==> config.mk <==
export PLATFORM = sky130hd
export DESIGN_NAME = pipe_adder
export DESIGN_NICKNAME = d
export VERILOG_FILES = /design/src/rtl/pipe_adder_pkg.sv /design/src/rtl/pipe_adder_fa_seg.sv /design/src/rtl/pipe_adder.sv
export SDC_FILE = /design/constraint.sdc
export NUM_CORES = 1
export LEC_CHECK = 0
export ABC_AREA = 0
export CAP_MARGIN = 10
export CELL_PAD_IN_SITES_DETAIL_PLACEMENT = 0
export CELL_PAD_IN_SITES_GLOBAL_PLACEMENT = 2
export CORE_MARGIN = 3
export CORE_UTILIZATION = 32
export CTS_CLUSTER_SIZE = 12
export DETAILED_ROUTE_END_ITERATION = 16
export PLACE_DENSITY = 0.75
export SLEW_MARGIN = 20
export SYNTH_ARGS = -nofsm -noshare
export SYNTH_HDL_FRONTEND = slang
export SYNTH_SLANG_ARGS = --single-unit
==> constraint.sdc <==
create_clock -name clk -period 2.9 [get_ports clk]
set_clock_uncertainty 0.2 [all_clocks]
set_input_delay 0.29 -clock clk [delete_from_list [all_inputs] [get_ports clk]]
set_output_delay 0.29 -clock clk [all_outputs]
set_load 0.03 [all_outputs]
==> src/rtl/pipe_adder_pkg.sv <==
// Shared definitions for the pipelined add/subtract unit.
// Mode encodings and the stage-0 carry-in selection live here.
package pipe_adder_pkg;

  localparam logic MODE_ADD = 1'b0;
  localparam logic MODE_SUB = 1'b1;

  // Subtraction is A + ~B + 1, so the external carry-in is ignored then.
  function automatic logic first_cin(input logic mode, input logic cin);
    return (mode == MODE_SUB) ? 1'b1 : cin;
  endfunction

endpackage

==> src/rtl/pipe_adder_fa_seg.sv <==
// 1-bit full-adder cell and the SEG-bit ripple segment built from it.
// Cmsb exposes the carry into the segment's top bit for overflow detection.
module fa (
  input  logic A,
  input  logic B,
  input  logic Cin,
  output logic Sum,
  output logic Cout
);

  assign Sum  = A ^ B ^ Cin;
  assign Cout = (A & B) | (Cin & (A ^ B));

endmodule

module fa_seg
  import pipe_adder_pkg::*;
#(
  parameter int SEG = 4
) (
  input  logic [SEG-1:0] A,
  input  logic [SEG-1:0] B,
  input  logic           Cin,
  output logic [SEG-1:0] Sum,
  output logic           Cout,
  output logic           Cmsb
);

  // Each bit keeps its own carry nets so the chain is not one self-dependent vector.
  for (genvar i = 0; i < SEG; i++) begin : g_bit
    logic ci;
    logic co;
    if (i == 0) begin : g_first
      assign ci = Cin;
    end else begin : g_rest
      assign ci = g_bit[i-1].co;
    end
    fa u_fa (
      .A    (A[i]),
      .B    (B[i]),
      .Cin  (ci),
      .Sum  (Sum[i]),
      .Cout (co)
    );
  end

  assign Cout = g_bit[SEG-1].co;
  assign Cmsb = g_bit[SEG-1].ci;

endmodule

==> src/rtl/pipe_adder.sv <==
// Pipelined ripple-carry add/subtract unit with valid/ready flow control.
// Stage k resolves bits [k*SEG +: SEG] and hands its carry to stage k+1.
module pipe_adder
  import pipe_adder_pkg::*;
#(
  parameter int WIDTH  = 8,
  parameter int STAGES = 2
) (
  input  logic             clk,
  input  logic             rst_n,
  input  logic             in_valid,
  output logic             in_ready,
  input  logic [WIDTH-1:0] A,
  input  logic [WIDTH-1:0] B,
  input  logic             Cin,
  input  logic             Mode,
  output logic             out_valid,
  input  logic             out_ready,
  output logic [WIDTH-1:0] Sum,
  output logic             Cout,
  output logic             Ovf
);

  localparam int SEG  = WIDTH / STAGES;
  localparam int PEND = (STAGES > 1) ? STAGES - 1 : 1;

  if (STAGES < 1 || STAGES > WIDTH || (WIDTH % STAGES) != 0) begin : g_param_check
    $error("pipe_adder: WIDTH must be a multiple of STAGES and 1 <= STAGES <= WIDTH");
  end

  logic [STAGES-1:0] vld;
  logic [STAGES-1:0] src_vld;
  logic [STAGES:0]   ld;
  logic [WIDTH-1:0]  s_q [STAGES];
  logic              c_q [STAGES];
  logic [WIDTH-1:0]  a_q [PEND];
  logic [WIDTH-1:0]  b_q [PEND];
  logic              cmsb_q;

  logic [WIDTH-1:0]  b_in;
  logic [SEG-1:0]    seg_a  [STAGES];
  logic [SEG-1:0]    seg_b  [STAGES];
  logic [SEG-1:0]    seg_s  [STAGES];
  logic              seg_ci [STAGES];
  logic              seg_co [STAGES];
  logic              seg_cm [STAGES];
  logic [WIDTH-1:0]  s_nx   [STAGES];
  logic [WIDTH-1:0]  a_nx   [PEND];
  logic [WIDTH-1:0]  b_nx   [PEND];

  assign b_in    = (Mode == MODE_SUB) ? ~B : B;
  assign src_vld = STAGES'({vld, in_valid});

  // A stage may load when it is empty or its occupant moves on this cycle.
  always_comb begin
    ld         = '0;
    ld[STAGES] = out_ready;
    for (int k = STAGES - 1; k >= 0; k--) begin
      ld[k] = !vld[k] || ld[k+1];
    end
  end

  always_comb begin
    for (int k = 0; k < STAGES; k++) begin
      seg_a[k]  = '0;
      seg_b[k]  = '0;
      seg_ci[k] = 1'b0;
    end
    seg_a[0]  = A[SEG-1:0];
    seg_b[0]  = b_in[SEG-1:0];
    seg_ci[0] = first_cin(Mode, Cin);
    for (int k = 1; k < STAGES; k++) begin
      seg_a[k]  = a_q[k-1][SEG-1:0];
      seg_b[k]  = b_q[k-1][SEG-1:0];
      seg_ci[k] = c_q[k-1];
    end
  end

  // Pending operand bits are kept right-aligned so every stage reads its low SEG bits.
  always_comb begin
    for (int k = 0; k < PEND; k++) begin
      a_nx[k] = '0;
      b_nx[k] = '0;
    end
    a_nx[0] = A >> SEG;
    b_nx[0] = b_in >> SEG;
    for (int k = 1; k < STAGES - 1; k++) begin
      a_nx[k] = a_q[k-1] >> SEG;
      b_nx[k] = b_q[k-1] >> SEG;
    end
  end

  always_comb begin
    for (int k = 0; k < STAGES; k++) begin
      s_nx[k] = '0;
    end
    s_nx[0] = WIDTH'(seg_s[0]);
    for (int k = 1; k < STAGES; k++) begin
      s_nx[k] = s_q[k-1] | (WIDTH'(seg_s[k]) << (k * SEG));
    end
  end

  for (genvar k = 0; k < STAGES; k++) begin : g_seg
    fa_seg #(.SEG(SEG)) u_seg (
      .A    (seg_a[k]),
      .B    (seg_b[k]),
      .Cin  (seg_ci[k]),
      .Sum  (seg_s[k]),
      .Cout (seg_co[k]),
      .Cmsb (seg_cm[k])
    );
  end

  always_ff @(posedge clk or negedge rst_n) begin
    if (!rst_n) begin
      vld    <= '0;
      cmsb_q <= 1'b0;
      for (int k = 0; k < STAGES; k++) begin
        s_q[k] <= '0;
        c_q[k] <= 1'b0;
      end
      for (int k = 0; k < PEND; k++) begin
        a_q[k] <= '0;
        b_q[k] <= '0;
      end
    end else begin
      for (int k = 0; k < STAGES; k++) begin
        if (ld[k]) begin
          vld[k] <= src_vld[k];
          if (src_vld[k]) begin
            s_q[k] <= s_nx[k];
            c_q[k] <= seg_co[k];
          end
        end
      end
      for (int k = 0; k < PEND; k++) begin
        if (ld[k] && src_vld[k]) begin
          a_q[k] <= a_nx[k];
          b_q[k] <= b_nx[k];
        end
      end
      if (ld[STAGES-1] && src_vld[STAGES-1]) begin
        cmsb_q <= seg_cm[STAGES-1];
      end
    end
  end

  assign in_ready  = ld[0];
  assign out_valid = vld[STAGES-1];
  assign Sum       = s_q[STAGES-1];
  assign Cout      = c_q[STAGES-1];
  assign Ovf       = cmsb_q ^ c_q[STAGES-1];

endmodule
==> impl_metrics.tcl, run 1 <==
set metrics [dict create \
    clock_latency_ps 260 \
    synth_area_um2 1280 \
    synth.avg_cell_area_um2 14.0 \
    place_inst 173 \
    wl_met2_um 1080 \
    hpwlAfterDp_um 1700 \
    critPathSlowestCell "clkdlybuf4s50_1" \
    holdCritPathClass "input port to async pin" \
    path_max_fanout 1 \
    path_buf_inv 2 \
    drtIter0Drc 4 \
    multi_input_area_um2 571 \
    clkPwrFrac_pct 15.5 \
    die_width_um 69.2 \
    crit_chain "clkdlybuf4s50_1 > xnor2_1 > fa_1 > fa_2 > fa_1 > inv_1 > fa_1 > mux2_4" \
    cts_root_buffer "clkbuf_8" \
    clock_path_buffers 2 \
    combPwrFrac_pct 44.6 \
    worst_slack_ps 95.1 \
    layout_common_cells "clkdlybuf4s50_1 (32), dfrtp_1 (25), inv_1 (17)" \
    drc 0 \
    dp_slack_ps -357 \
    synth_seq_area_share_pct 49.0 \
    boundaryPins 34 \
    synth_nets 121 \
    grt_pass1_wl_um 3950 \
    grt_max_degree 26 \
    postCtsSetupBuffers 0 \
    period_share_pct 96.7 \
    dr_wl_met3_um 146 \
    critical_path_class "input port to flip-flop" \
    avgRoutedWirePerCell_um 12.3 \
    cts_tree "done" \
    final_cell_count_no_fill 177 \
    endpoint_kind "flip-flop" \
    synthDistinctLibCells 15 \
    power_frac_seq_pct 39.9 \
    fmax_ghz 0.357 \
    yosysWarnings 0 \
    port_buffers 33 \
    cp.arrival_ps 2760 \
    dr.pass1.iters 2 \
    via_per_inst 4.25 \
    gr-usage-all-layers_pct 10.3 \
    die-height_um 69.2 \
    synthCells 91 \
    h-tree-depth 1 \
    path_depth 8 \
    powerDensity_nw_per_um2 757 \
    p_leak_nw 0.801 \
    final_common_cell "clkdlybuf4s50_1" \
    startpoint_type "input port" \
    irDropWorstVdd_mv 0.197 \
    core-area_um2 3740 \
    critPathMaxStageDelay_ps 420 \
    grt_setup_unrepaired "no" \
    drv_cap 0 \
    internal_power_mw 0.845 \
    seqCellArea_um2 626 \
    setup_tns_ps 0 \
    slew_violations 0 \
    switchingPower_mw 0.456 \
    tightest_slew_ps 328 \
    place_congestion 0.686 \
    status "complete, no violations" \
    clkTransAtPathRegs_ps 90 \
    cp.required_ps 2860 \
    top_layer "met4" \
    routed_wl_um 2190 \
    route.layer.met1.wl_um 904 \
    synth-seq-cells 25 \
    dieArea_um2 4790 \
    antenna_found_initial 0 \
    clock_sinks 25 \
    hold_viol 0 \
    fin_crit_ps 2800 \
    nets 160 \
    setup_viol 0 \
    timing.hold.ws_ps 179 \
    rows 22 \
    grt_overflow 0 \
    cp_common_cell "fa_1" \
    sw_frac_of_total_pct 35.0 \
    relSlewSlack_pct 78.1 \
    vias 753 \
    cts_buffers 3 \
    nFillCells 371 \
    grt_pass1_vias 836 \
    start_util_pct 34.1 \
    ant_nets 0 \
    drive_gt1_share_pct 20.2 \
    critPathTopFamily "adder cells" \
    antenna_cells 0 \
    worstRegToRegCells 9 \
    reg2reg_slack_ps 320 \
    syn2layout_area_growth_pct 34.4 \
]
sequential cells by signal (all words and copies together), names as in the netlist:
name	cells
vld	2
c_q	1
Cout	1
a_q	4
cmsb_q	1
Sum	8
s_q	4
b_q	4
cells by family after synthesis:
group | count (synthesis) | synth area share (%)
flip-flops | 25 | 49.0
buffers and inverters | 19 | 6.56
adder cells (fa/ha/maj) | 8 | 12.5
XOR/XNOR | 9 | 6.17
AND/OR/NAND/NOR | 7 | 4.70
multiplexers | 23 | 21.1
final cells by class:
class                   instances  area share [%]
flip-flops and latches         25            36.4
multi-input cells              47            33.2
repair buffers                 36            20.5
inverters                      17            3.72
well taps                      48            3.50
clock buffers                   4            2.62
metrics by stage:
step	total power [mW]	area, µm²	utilization [%]
2_1_floorplan	0.878	1280	-
3_3_place_gp	1.11	1670	44.6
3_5_place_dp	1.12	1670	44.6
4_1_cts	1.33	1710	45.8
5_1_grt	1.40	1720	45.9
6_report	1.30	1720	45.9
synth_stat cells, drive strengths merged:
library cell | instances | share of area, %
nand2b | 3 | 1.5
nand3b | 1 | 1.6
nand2 | 2 | 1.4
dfrtp | 25 | 49
inv | 17 | 5.0
xnor2 | 5 | 3.4
buf | 2 | 1.6
xor2 | 4 | 2.7
mux2i | 7 | 5.5
nor2 | 1 | 0.29
fa | 8 | 13
mux2 | 16 | 16
layer usage:
metal,up-vias,track usage (%)
li1,356,-
met1,368,12.9
met2,25,16.5
met3,4,2.90
met4,0,4.56
met5,-,0
worst paths after layout:
check                                         from                   to
worst max-delay path                          B[0]  s_q[11]$_DFFE_PN0P_
worst min-delay path                         rst_n   a_q[0]$_DFFE_PN0P_
worst max register to register  a_q[0]$_DFFE_PN0P_   Sum[7]$_DFFE_PN0P_
worst min register to register  s_q[8]$_DFFE_PN0P_   Sum[0]$_DFFE_PN0P_
max in group asynchronous                    rst_n   Sum[1]$_DFFE_PN0P_
min in group clk                s_q[8]$_DFFE_PN0P_   Sum[0]$_DFFE_PN0P_
what timing repair did:
item	in CTS	in global routing
hold buffers	0	0
endpoints found under the setup margin	1	1
gates resized for setup	1	1
power by group through the flow:
stage	registers (mW)	clock network (mW)	logic, mW
after detailed placement	0.530	0	0.593
final	0.519	0.202	0.580
after global routing	0.540	0.226	0.630
after global placement	0.526	0	0.580
after CTS	0.522	0.213	0.592
after floorplan	0.645	0	0.233
No activity file was read; power rests on OpenSTA's default activity.
==> run 2: changes to the inputs <==
- CAP_MARGIN: 10 -> 5
==> results of run 2 <==
Final layout, timing and power as in run 1 (identical DEF).
==> run 3: changes to the inputs <==
- MAX_ROUTING_LAYER: default -> met4
==> run 3 against run 2 <==
  * Core utilization unchanged
  * Cell count unchanged
  * Critical path depth unchanged
  * Total power about the same
  * First-iteration DRC count unchanged
  * Setup slack got worse by 1.1 ps
  * Largest cell class unchanged
  * Highest routed layer unchanged
==> impl_metrics.tcl, run 3 (synthesis results as in run 1) <==
set metrics [dict create \
    start_util_pct 34.1 \
    holdCritPathClass "input port to async pin" \
    cp.arrival_ps 2760 \
    dp_slack_ps -357 \
    powerDensity_nw_per_um2 757 \
    drive_gt1_share_pct 20.2 \
    wl_met2_um 1090 \
    seqCellArea_um2 626 \
    grt_pass1_wl_um 3970 \
    status "complete, no violations" \
    final_cell_count_no_fill 177 \
    clkTransAtPathRegs_ps 90 \
    routed_wl_um 2190 \
    slew_violations 0 \
    power_frac_seq_pct 39.9 \
    path_buf_inv 2 \
    layout_common_cells "clkdlybuf4s50_1 (32), dfrtp_1 (25), inv_1 (17)" \
    worst_slack_ps 94.0 \
    cp_common_cell "fa_1" \
    place_congestion 0.693 \
    clkPwrFrac_pct 15.5 \
    sw_frac_of_total_pct 35.0 \
    drv_cap 0 \
    dr.pass1.iters 2 \
    drtIter0Drc 4 \
    dieArea_um2 4790 \
    crit_chain "clkdlybuf4s50_1 > xnor2_1 > fa_1 > fa_2 > fa_1 > inv_1 > fa_1 > mux2_4" \
    gr-usage-all-layers_pct 10.6 \
    timing.hold.ws_ps 182 \
    critPathSlowestCell "clkdlybuf4s50_1" \
    core-area_um2 3740 \
    fin_crit_ps 2810 \
    place_inst 173 \
    die-height_um 69.2 \
    worstRegToRegCells 9 \
    grt_setup_unrepaired "no" \
    postCtsSetupBuffers 0 \
    switchingPower_mw 0.455 \
    nets 160 \
    cts_root_buffer "clkbuf_8" \
    critical_path_class "input port to flip-flop" \
    final_common_cell "clkdlybuf4s50_1" \
    path_max_fanout 1 \
    hold_viol 0 \
    route.layer.met1.wl_um 909 \
    hpwlAfterDp_um 1700 \
    port_buffers 33 \
    cts_tree "done" \
    irDropWorstVdd_mv 0.197 \
    largest_register_ff_count 8 \
    p_leak_nw 0.801 \
    clock_latency_ps 260 \
    dr_wl_met3_um 145 \
    top_layer "met4" \
    relSlewSlack_pct 78.1 \
    placed_area_um2 1670 \
    h-tree-depth 1 \
    internal_power_mw 0.845 \
    endpoint_kind "flip-flop" \
    avgRoutedWirePerCell_um 12.3 \
    grt_overflow 0 \
    grt_pass1_vias 835 \
    die_width_um 69.2 \
    multi_input_area_um2 571 \
    boundaryPins 34 \
    syn2layout_area_growth_pct 34.4 \
    antenna_found_initial 0 \
    fmax_ghz 0.356 \
    grt_max_degree 26 \
    setup_viol 0 \
    critPathTopFamily "adder cells" \
    clock_path_buffers 2 \
    combPwrFrac_pct 44.6 \
    rows 22 \
    startpoint_type "input port" \
    drc 0 \
    period_share_pct 96.8 \
    clock_sinks 25 \
    cp.required_ps 2860 \
    timing.rr.end "Sum[7]$_DFFE_PN0P_" \
    cts_buffers 3 \
    tightest_slew_ps 328 \
    reg2reg_slack_ps 320 \
    regToRegStartpoint "a_q[0]$_DFFE_PN0P_" \
    stdcell_area_um2 1720 \
    nFillCells 371 \
    critPathMaxStageDelay_ps 420 \
    via_per_inst 4.24 \
    ant_nets 0 \
    vias 751 \
    antenna_cells 0 \
]
run 3: cell counts in the layout (fill, tap and decap cells not counted):
No cell type changed its count.
run 3: power groups by stage:
stage | Sequential [mW] | Combinational [mW] | Clock, mW
global placement | 0.526 | 0.580 | 0
finish | 0.519 | 0.580 | 0.201
CTS | 0.522 | 0.592 | 0.213
global route | 0.540 | 0.630 | 0.226
floorplan | 0.645 | 0.233 | 0
detailed placement | 0.530 | 0.593 | 0
run 3: metal layers:
metal,vias up,GRT usage [%]
met4,0,4.56
met1,370,12.9
li1,356,-
met5,-,-
met2,23,16.5
met3,2,2.90
run 3: worst register-to-register path: stages (launching register included):
cell     delay (ps)
dfrtp_1         350
inv_1            60
fa_1            410
inv_1            90
fa_1            170
inv_1            50
fa_1            350
inv_1           100
fa_1            410
mux2_2          260
run 3: per-stage QoR:
stage | utilization, % | setup TNS, ps | power (mW)
6_report | 45.9 | 0 | 1.30
5_1_grt | 45.9 | 0 | 1.40
4_1_cts | 45.8 | 0 | 1.33
3_5_place_dp | 44.6 | -357 | 1.12
3_3_place_gp | 44.6 | -273 | 1.11
2_1_floorplan | - | 0 | 0.878
run 3: layout make-up:
type | count | area share (%)
clock buffer | 4 | 2.62
inverter | 17 | 3.72
multi-input combinational | 47 | 33.2
sequential | 25 | 36.4
tap | 48 | 3.50
timing repair buffer | 36 | 20.5
run 3: how the worst max path moves through the flow:
| stage | startpoint | endpoint | cells after the start |
|---|---|---|---|
| floorplan | Mode | s_q[11]$_DFFE_PN0P_ | 8 |
| global placement | Mode | s_q[11]$_DFFE_PN0P_ | 8 |
| detailed placement | Mode | s_q[11]$_DFFE_PN0P_ | 8 |
| CTS | B[0] | s_q[11]$_DFFE_PN0P_ | 8 |
| global route | B[0] | s_q[11]$_DFFE_PN0P_ | 8 |
| finish | B[0] | s_q[11]$_DFFE_PN0P_ | 8 |
run 3: what timing repair did:
action / 4_1_cts / 5_1_grt
gates resized for setup: 1 / 1
endpoints found under the hold margin: 0 / 0
pin swaps: 0 / 0
hold buffers: 0 / 0
endpoints found under the setup margin: 1 / 1
